--- src/rtl/ysyx_24080006_mdu.sv ---
// ysyx_24080006_mdu: iterative RV32M multiply/divide unit sharing the core ALU subtractor
package ysyx_24080006_mdu_pkg;
  typedef enum logic [1:0] {MDU_MULL, MDU_MULH, MDU_DIV, MDU_REM} mdu_op_t;
  typedef struct packed {
    logic    mdu_enable;
    logic    signed_a;
    logic    signed_b;
    mdu_op_t mdu_op;
  } mdu_set_t;
  typedef struct packed {
    logic [32:0] a;
    logic [32:0] b;
  } mdu2alu_t;
  typedef struct packed {
    logic [33:0] res_34;
    logic [31:0] res_32;
    logic        not_zero;
  } alu2mdu_t;
endpackage

module ysyx_24080006_mdu
  import ysyx_24080006_mdu_pkg::*;
(
  input  logic        clock,
  input  logic        reset,
  input  logic        flush,
  input  logic        in_valid,
  output logic        in_ready,
  input  mdu_set_t    mdu_set,
  input  logic [31:0] src1,
  input  logic [31:0] src2,
  output mdu2alu_t    alu_req,
  input  alu2mdu_t    alu_rsp,
  output logic        out_valid,
  input  logic        out_ready,
  output logic [31:0] result
);
  typedef enum logic [1:0] {IDLE, CALC, FIX, DONE} state_t;
  state_t      state;
  mdu_op_t     op;
  logic [5:0]  cnt;
  logic [32:0] hi, lo, mcand, neg_mcand;
  logic        qneg, rneg;
  logic        s1, sb, s2d, in_mul, is_mul;
  logic [32:0] a33, b33;
  logic [31:0] mag1, mag2;
  logic [33:0] res;
  logic        unused_ok;
  assign res       = alu_rsp.res_34;
  assign unused_ok = ^{alu_rsp.res_32, alu_rsp.not_zero};
  assign in_ready  = state == IDLE;
  assign out_valid = state == DONE;
  assign is_mul    = ~op[1];
  // operand extension and divide magnitudes at accept time
  always_comb begin
    in_mul = ~mdu_set.mdu_op[1];
    s1     = mdu_set.signed_a & src1[31];
    sb     = mdu_set.signed_b & src2[31];
    s2d    = mdu_set.signed_a & src2[31];
    a33    = {s1, src1};
    b33    = {sb, src2};
    mag1   = s1 ? -src1 : src1;
    mag2   = s2d ? -src2 : src2;
  end
  // shared ALU operands, driven only while iterating; the last multiply step subtracts the sign weight
  always_comb begin
    alu_req = '0;
    if (state == CALC) begin
      alu_req.a = is_mul ? hi : {hi[31:0], lo[31]};
      alu_req.b = is_mul ? (lo[0] ? (cnt == 6'd32 ? mcand : neg_mcand) : 33'd0) : {1'b0, mcand[31:0]};
    end
  end
  // control FSM and datapath registers
  always_ff @(posedge clock) begin
    if (reset) begin
      state     <= IDLE;
      op        <= MDU_MULL;
      cnt       <= '0;
      hi        <= '0;
      lo        <= '0;
      mcand     <= '0;
      neg_mcand <= '0;
      qneg      <= 1'b0;
      rneg      <= 1'b0;
      result    <= '0;
    end else if (flush) begin
      state <= IDLE;
    end else begin
      case (state)
        IDLE: if (in_valid & mdu_set.mdu_enable) begin
          op   <= mdu_set.mdu_op;
          cnt  <= '0;
          hi   <= '0;
          qneg <= s1 ^ s2d;
          rneg <= s1;
          if (in_mul) begin
            lo        <= b33;
            mcand     <= a33;
            neg_mcand <= ~a33 + 33'd1;
            state     <= CALC;
          end else begin
            lo    <= {1'b0, mag1};
            mcand <= {1'b0, mag2};
            if (src2 == 32'd0) begin
              result <= mdu_set.mdu_op == MDU_DIV ? 32'hFFFF_FFFF : src1;
              state  <= DONE;
            end else begin
              state <= CALC;
            end
          end
        end
        CALC: begin
          cnt <= cnt + 6'd1;
          if (is_mul) begin
            {hi, lo} <= {res, lo[32:1]};
            if (cnt == 6'd32) begin
              result <= op == MDU_MULL ? lo[32:1] : res[31:0];
              state  <= DONE;
            end
          end else begin
            hi <= res[33] ? alu_req.a : res[32:0];
            lo <= {1'b0, lo[30:0], ~res[33]};
            if (cnt == 6'd31) state <= FIX;
          end
        end
        FIX: begin
          result <= op == MDU_DIV ? (qneg ? -lo[31:0] : lo[31:0]) : (rneg ? -hi[31:0] : hi[31:0]);
          state  <= DONE;
        end
        DONE: if (out_ready) state <= IDLE;
        default: state <= IDLE;
      endcase
    end
  end
endmodule

--- config.mk ---
export PLATFORM = sky130hd
export DESIGN_NAME = ysyx_24080006_mdu
export DESIGN_NICKNAME = d
export VERILOG_FILES = /design/src/rtl/ysyx_24080006_mdu.sv
export SDC_FILE = /design/constraint.sdc
export NUM_CORES = 1
export LEC_CHECK = 0
export BUFFER_PORTS_ARGS = -buffer_cell sky130_fd_sc_hd__buf_2
export CAP_MARGIN = 25
export CORE_UTILIZATION = 58
export DETAILED_ROUTE_END_ITERATION = 8
export GPL_TIMING_DRIVEN = 1
export MAX_ROUTING_LAYER = met4
export PLACE_DENSITY = 0.84
export SETUP_SLACK_MARGIN = 0.15
export SLEW_MARGIN = 30
export SYNTH_ARGS = -nofsm -noshare
export SYNTH_HDL_FRONTEND = slang
export SYNTH_SLANG_ARGS = --single-unit
--- constraint.sdc ---
create_clock -name clock -period 3.3 [get_ports clock]
set_clock_uncertainty 0.1 [all_clocks]
set_input_delay 0.495 -clock clock [delete_from_list [all_inputs] [get_ports clock]]
set_output_delay 0.495 -clock clock [all_outputs]
set_load 0.005 [all_outputs]
==> results.toml, run 1 <==
[run_status]
outcome = "completed"

[yosys]
synth_top_cell_by_area = "dfxtp_1"
async_reset_ff_share_pct = 0
yosysSeqAreaShare_pct = 24.98
ys_types = 75
syn_inst = 1931
syn-num-nets = 2082
synth_warnings = 0
synth_flop_cell = "dfxtp_1"
synth_seq_cells = 176
syn_area_um2 = 14110
synth_top_area_share_pct = 24.98
synth_edf_count = 0
synth_area_leaders = "dfxtp_1 25%, mux2i_1 8.5%, a21oi_1 6.7%"
avgSynthCellArea_um2 = 7.306

[global_route]
grt_pass1_vias = 13887
met3_usage_pct = 6.378
groute.usage.overall_pct = 42.03
antenna_found_initial = 0
use_met2_pct = 63.31
use_met1_pct = 57.37
grt.overflow.total = 0
grt_pass1_wl_mm = 78.40
grt-busiest-layer = "met2"
grt_max_degree = 167

[timing]
tightest_slew_ns = 0.9784
finalSetupViolCount = 0
grt_setup_unrepaired = "no"
finalMaxSlewViolations = 0
period_minus_slack_ns = 3.050
final_hold_viol_count = 0
holdWs_ns = 0.2758
timing.setup.tns_ns = 0
max_slew_margin_pct = 34.76
min_period_over_period_pct = 92.43
clock.fmax_ghz = 0.3279

[critical_path]
cp.required_ns = 2.70
path_cells = "inv_1 -> ha_4 -> inv_2 -> buf_4 -> nor2_2 -> buf_4 -> a22o_1 -> buf_2"
worstPathMaxFanout = 32
cpMostUsedCell = "buf_4"
end_kind = "output pin"
crit_slowest_cell = "buf_4"
worst-path-buf-inv = 5
path_delay_family = "buffers and inverters"
start_kind = "flip-flop"
critPathKind = "reg -> out"
crit_arrival_ns = 2.46
critPathMaxStageDelay_ns = 0.39

[finish]
fillers = 2099
final_cell_count_no_fill = 2342
final_core_util_pct = 67.43
syn_to_final_growth_pct = 13.20
nets = 2161
antenna_cells = 0
regArea_um2 = 3527
multiInputGateArea_um2 = 9638
drive_gt1_share_pct = 18.93

[floorplanning]
die_area_um2 = 24950
rows = 56
core_area_um2 = 23680
fp.dieH_um = 158.0
initial_core_util_pct = 59.57
die_w_um = 158.0
ios = 241

[clocking]
numCtsBuffers = 17
cts_sinks = 176
clkTransAtPathRegs_ns = 0.08
clk_latency_ns = 0.44
htree_levels = 4
holdBufCountCts = 0
root_buffer = "clkbuf_16"
cts_tree = "done"
clockBufferDepth = 2

[route]
dr.pass1.iters = 9
ant_nets = 0
via_count = 15739
via_per_inst = 6.720
post_drt_wl_per_cell_um = 22.27
drtIter0Drc = 2287
drc = 0
wl_mm = 52.15

[power_and_ir_drop]
peakVddDrop_mv = 0.3020
p_seq_share_pct = 41.5
p_comb_share_pct = 20.0
p_clk_share_pct = 38.5
p_int_mw = 3.568
finalPower_mw = 5.418
p_leak_nw = 6.028
p_switching_mw = 1.850
power_density_nw_per_um2 = 339.3
p_sw_share_pct = 34.14

[flow_run]
max_cap_violations = 0

[placement]
place_congestion = 1.034
place_inst = 2309
hpwlAfterDp_mm = 37.95
io_buffers = 207

[min_path]
hold_class = "in -> reg"
cells in the mapped netlist (19+ instances only):
cell type / n
a211oi_1: 41
a21oi_1: 189
a22o_1: 32
a31oi_1: 24
buf_1: 28
clkbuf_1: 185
dfxtp_1: 176
inv_1: 25
mux2_2: 20
mux2i_1: 120
nand2_1: 225
nand3_1: 50
nor2_1: 220
nor3_1: 43
nor4_1: 22
o2111ai_1: 38
o211ai_1: 23
o21ai_0: 62
o31ai_1: 25
or3_1: 22
or4_1: 19
xnor2_1: 76
xor2_1: 41
stage by stage:
step,setup WS [ns],cell area (um2)
after global routing,0.1890,15970
after global placement,0.1269,15360
final,0.2500,15970
after CTS,0.1829,15950
after detailed placement,0.09376,15360
after floorplan,0.6149,14110
cell usage in the layout (no fill, tap or decap), types with 19 or more instances in the layout:
| cell type | Yosys | final |
|---|---|---|
| or4_1 | 19 | 19 |
| o211ai_1 | 23 | 23 |
| o21ai_0 | 62 | 62 |
| nor4_1 | 22 | 22 |
| a31oi_1 | 24 | 24 |
| mux2i_1 | 120 | 120 |
| nand2_1 | 225 | 225 |
| buf_2 | 7 | 206 |
| nor3_1 | 43 | 43 |
| dfxtp_1 | 176 | 175 |
| xnor2_1 | 76 | 76 |
| mux2_2 | 20 | 20 |
| inv_1 | 25 | 24 |
| a211oi_1 | 41 | 41 |
| a22o_1 | 32 | 32 |
| a21oi_1 | 189 | 188 |
| buf_4 | 0 | 71 |
| nor2_1 | 220 | 216 |
| or3_1 | 22 | 22 |
| o2111ai_1 | 38 | 38 |
| o31ai_1 | 25 | 25 |
| xor2_1 | 41 | 41 |
| nand3_1 | 50 | 50 |
registers in the layout (all words and copies together) (netlist names):
register	count
op	2
rneg	1
lo	33
neg_mcand	33
hi	33
state	2
result	32
mcand	33
cnt	6
qneg	1
final cells by class:
type | instances | share of cell area (%)
clock buffers | 17 | 2.664
clock inverters | 15 | 1.034
inverters | 28 | 0.6582
multi-input cells | 1502 | 60.35
flip-flops and latches | 176 | 22.09
well taps | 319 | 2.499
repair buffers | 285 | 10.70
worst reg2reg max path: cells and delay by family, from the launching register on:
family | cells | cell delay [ns]
compound gates | 4 | 1.32
fa+ha+maj | 1 | 0.36
buf+inv | 1 | 0.12
flops | 1 | 0.41
simple gates | 1 | 0.48
timing repair:
item	in CTS	in global routing
gates resized for setup	0	1
endpoints found under the setup margin	0	32
setup buffers	0	1
per-layer routing:
layer,up-vias,share of wire [%]
met5,-,0
met4,0,3.3
met3,153,12
met2,1047,45
met1,7355,40
li1,7184,-
power by group through the flow:
stage                     Clock (mW)  Sequential (mW)  Combinational (mW)
after floorplan                    0             2.24               0.700
after global placement             0             2.29                1.03
after detailed placement           0             2.29                1.04
after CTS                       2.08             2.24                1.05
after global routing            2.17             2.25                1.15
final                           2.09             2.25                1.09
cell families after synthesis:
logic type / share of synthesized area [%]
xor+xnor: 7.264
simple gates: 22.80
flops: 24.98
fa+ha+maj: 0.8869
compound gates: 26.94
buf+inv: 7.015
mux: 10.11
final timing paths:
path / endpoint / startpoint / slack (ns) / cells past startpoint
max: alu_req[7] / state[1] / 0.25 / 8
min: state[1] / flush / 0.28 / 2
max reg2reg: result[30] / state[0] / 0.36 / 7
min reg2reg: result[8] / result[8] / 0.35 / 2
Note: power is estimated with default switching activity, not from simulation.
==> run 2: changes to the inputs <==
--- a/config.mk
+++ b/config.mk
@@ -11,7 +11,7 @@
 export DETAILED_ROUTE_END_ITERATION = 8
 export GPL_TIMING_DRIVEN = 1
 export MAX_ROUTING_LAYER = met4
-export PLACE_DENSITY = 0.84
+export PLACE_DENSITY = 0.94
 export SETUP_SLACK_MARGIN = 0.15
 export SLEW_MARGIN = 30
 export SYNTH_ARGS = -nofsm -noshare
==> run 2 against run 1 <==
Utilization fell by 0.31 points. Count of clock-buffer cells in the layout did not move. Routed wire length rose by 3.5%. Critical path depth fell by 1. Critical path type is now reg -> reg. Maximum frequency rose by 2.0%. Total power fell by 1.3%. Die area did not move. Register-to-register slack got worse by 0.05 ns. Largest power group unchanged. Hold slack got worse by 0.021 ns. Highest routed layer unchanged. Sequential power barely moved. Cell area fell by 0.46%. Combinational power barely moved.
==> results.toml, run 2 (synthesized netlist as in run 1, its figures left out) <==
[clocking]
root_buffer = "clkbuf_16"
cts_sinks = 176
numCtsBuffers = 17
clk_latency_ns = 0.44
cts_tree = "done"
holdBufCountCts = 0
clockBufferDepth = 2
htree_levels = 4
clkTransAtPathRegs_ns = 0.08

[floorplanning]
ios = 241
fp.dieH_um = 158.0
rows = 56
die_w_um = 158.0
die_area_um2 = 24950
initial_core_util_pct = 59.57
core_area_um2 = 23680

[global_route]
grt.overflow.total = 0
grt_pass1_vias = 14844
antenna_found_initial = 0
grt_pass1_wl_mm = 82.33
grt_max_degree = 76
groute.usage.overall_pct = 43.86

[route]
via_per_inst = 7.006
dr.pass1.iters = 6
via_count = 16414
drtIter0Drc = 2732
drc = 0
post_drt_wl_per_cell_um = 23.05
wl_mm = 54.00
ant_nets = 0

[timing]
min_period_over_period_pct = 90.62
period_minus_slack_ns = 2.990
grt_setup_unrepaired = "no"
max_slew_margin_pct = 41.84
finalSetupViolCount = 0
final_hold_viol_count = 0
tightest_slew_ns = 0.8644
finalMaxSlewViolations = 0
clock.fmax_ghz = 0.3344
holdWs_ns = 0.2549
timing.setup.tns_ns = 0

[critical_path]
critPathKind = "reg -> reg"
start_kind = "flip-flop"
reg2reg_slack_ns = 0.31
r2r_end = "result[30]"
cp.required_ns = 3.50
end_kind = "flip-flop"
reg2reg_from = "state[1]"
crit_arrival_ns = 3.19
r2r_cells = 7
worstPathMaxFanout = 12

[min_path]
min_from = "flush"
hold_path_depth = 2
hold_class = "in -> reg"
hold_path_end = "state[1]"

[finish]
final_cell_mix = "225 x nand2_1, 216 x nor2_1, 206 x buf_2"
fin_area_um2 = 15900
final_cell_count_no_fill = 2343
final_common_cell = "nand2_1"
drive_gt1_share_pct = 18.89
nets = 2162
syn_to_final_growth_pct = 12.67
final_core_util_pct = 67.12

[placement]
hpwlAfterDp_mm = 38.74
io_buffers = 207
place_congestion = 1.042
place_inst = 2311
placed_area_um2 = 15330

[flow_run]
max_cap_violations = 0

[power_and_ir_drop]
peakVddDrop_mv = 0.2697
power_density_nw_per_um2 = 336.5
p_leak_nw = 5.986

[run_status]
outcome = "completed"
run 2: final cells by class:
cell class                 count  area, um2
timing repair buffer         286       1664
inverter                      28      105.1
tap                          319      399.1
fill                        2070       7787
antenna                        2      5.005
sequential                   176       3527
clock buffer                  17      425.4
clock inverter                13      123.9
multi-input combinational   1502       9646
run 2: how the worst max path moves through the flow:
stage	depth (start not counted)	startpoint	slack, ns	endpoint
3_5_place_dp	7	src2[26]	0.09	result[30]
6_report	7	state[1]	0.31	result[30]
5_1_grt	8	lo[6]	0.17	result[27]
3_3_place_gp	7	src2[26]	0.16	result[30]
2_1_floorplan	9	state[1]	0.61	alu_req[35]
4_1_cts	9	state[1]	0.30	alu_req[12]
run 2: what timing repair did:
item                       CTS  global route
setup endpoints to repair    0            16
resized for setup            0             2
buffers inserted             0             0
run 2: worst max-delay path, stage by stage (launching register included):
cell and delay [ns]:
dfxtp_1 0.41, inv_1 0.11, ha_1 0.38, a211o_1 0.40, a211o_1 0.33, or2_2 0.48
a2111oi_1 0.49, a211oi_1 0.14
run 2: report_power, final:
part,switching (mW),internal [mW]
clock network,1.01,0.991
logic,0.726,0.374
registers,0.0740,2.17
run 2: per-stage QoR:
stage | setup slack, ns | power [mW]
after floorplan | 0.6149 | 2.941
after CTS | 0.2992 | 5.297
after global placement | 0.1565 | 3.313
after detailed placement | 0.09256 | 3.337
final | 0.3095 | 5.349
after global routing | 0.1662 | 5.493
run 2: routing by layer:
metal  global-route usage (%)  share of wire (%)  wire length, um
met4                    21.89                5.7             3098
met5                        -                  0                0
met1                    56.80                 38            20760
met3                    8.158                 13             6755
met2                    65.20                 43            23380
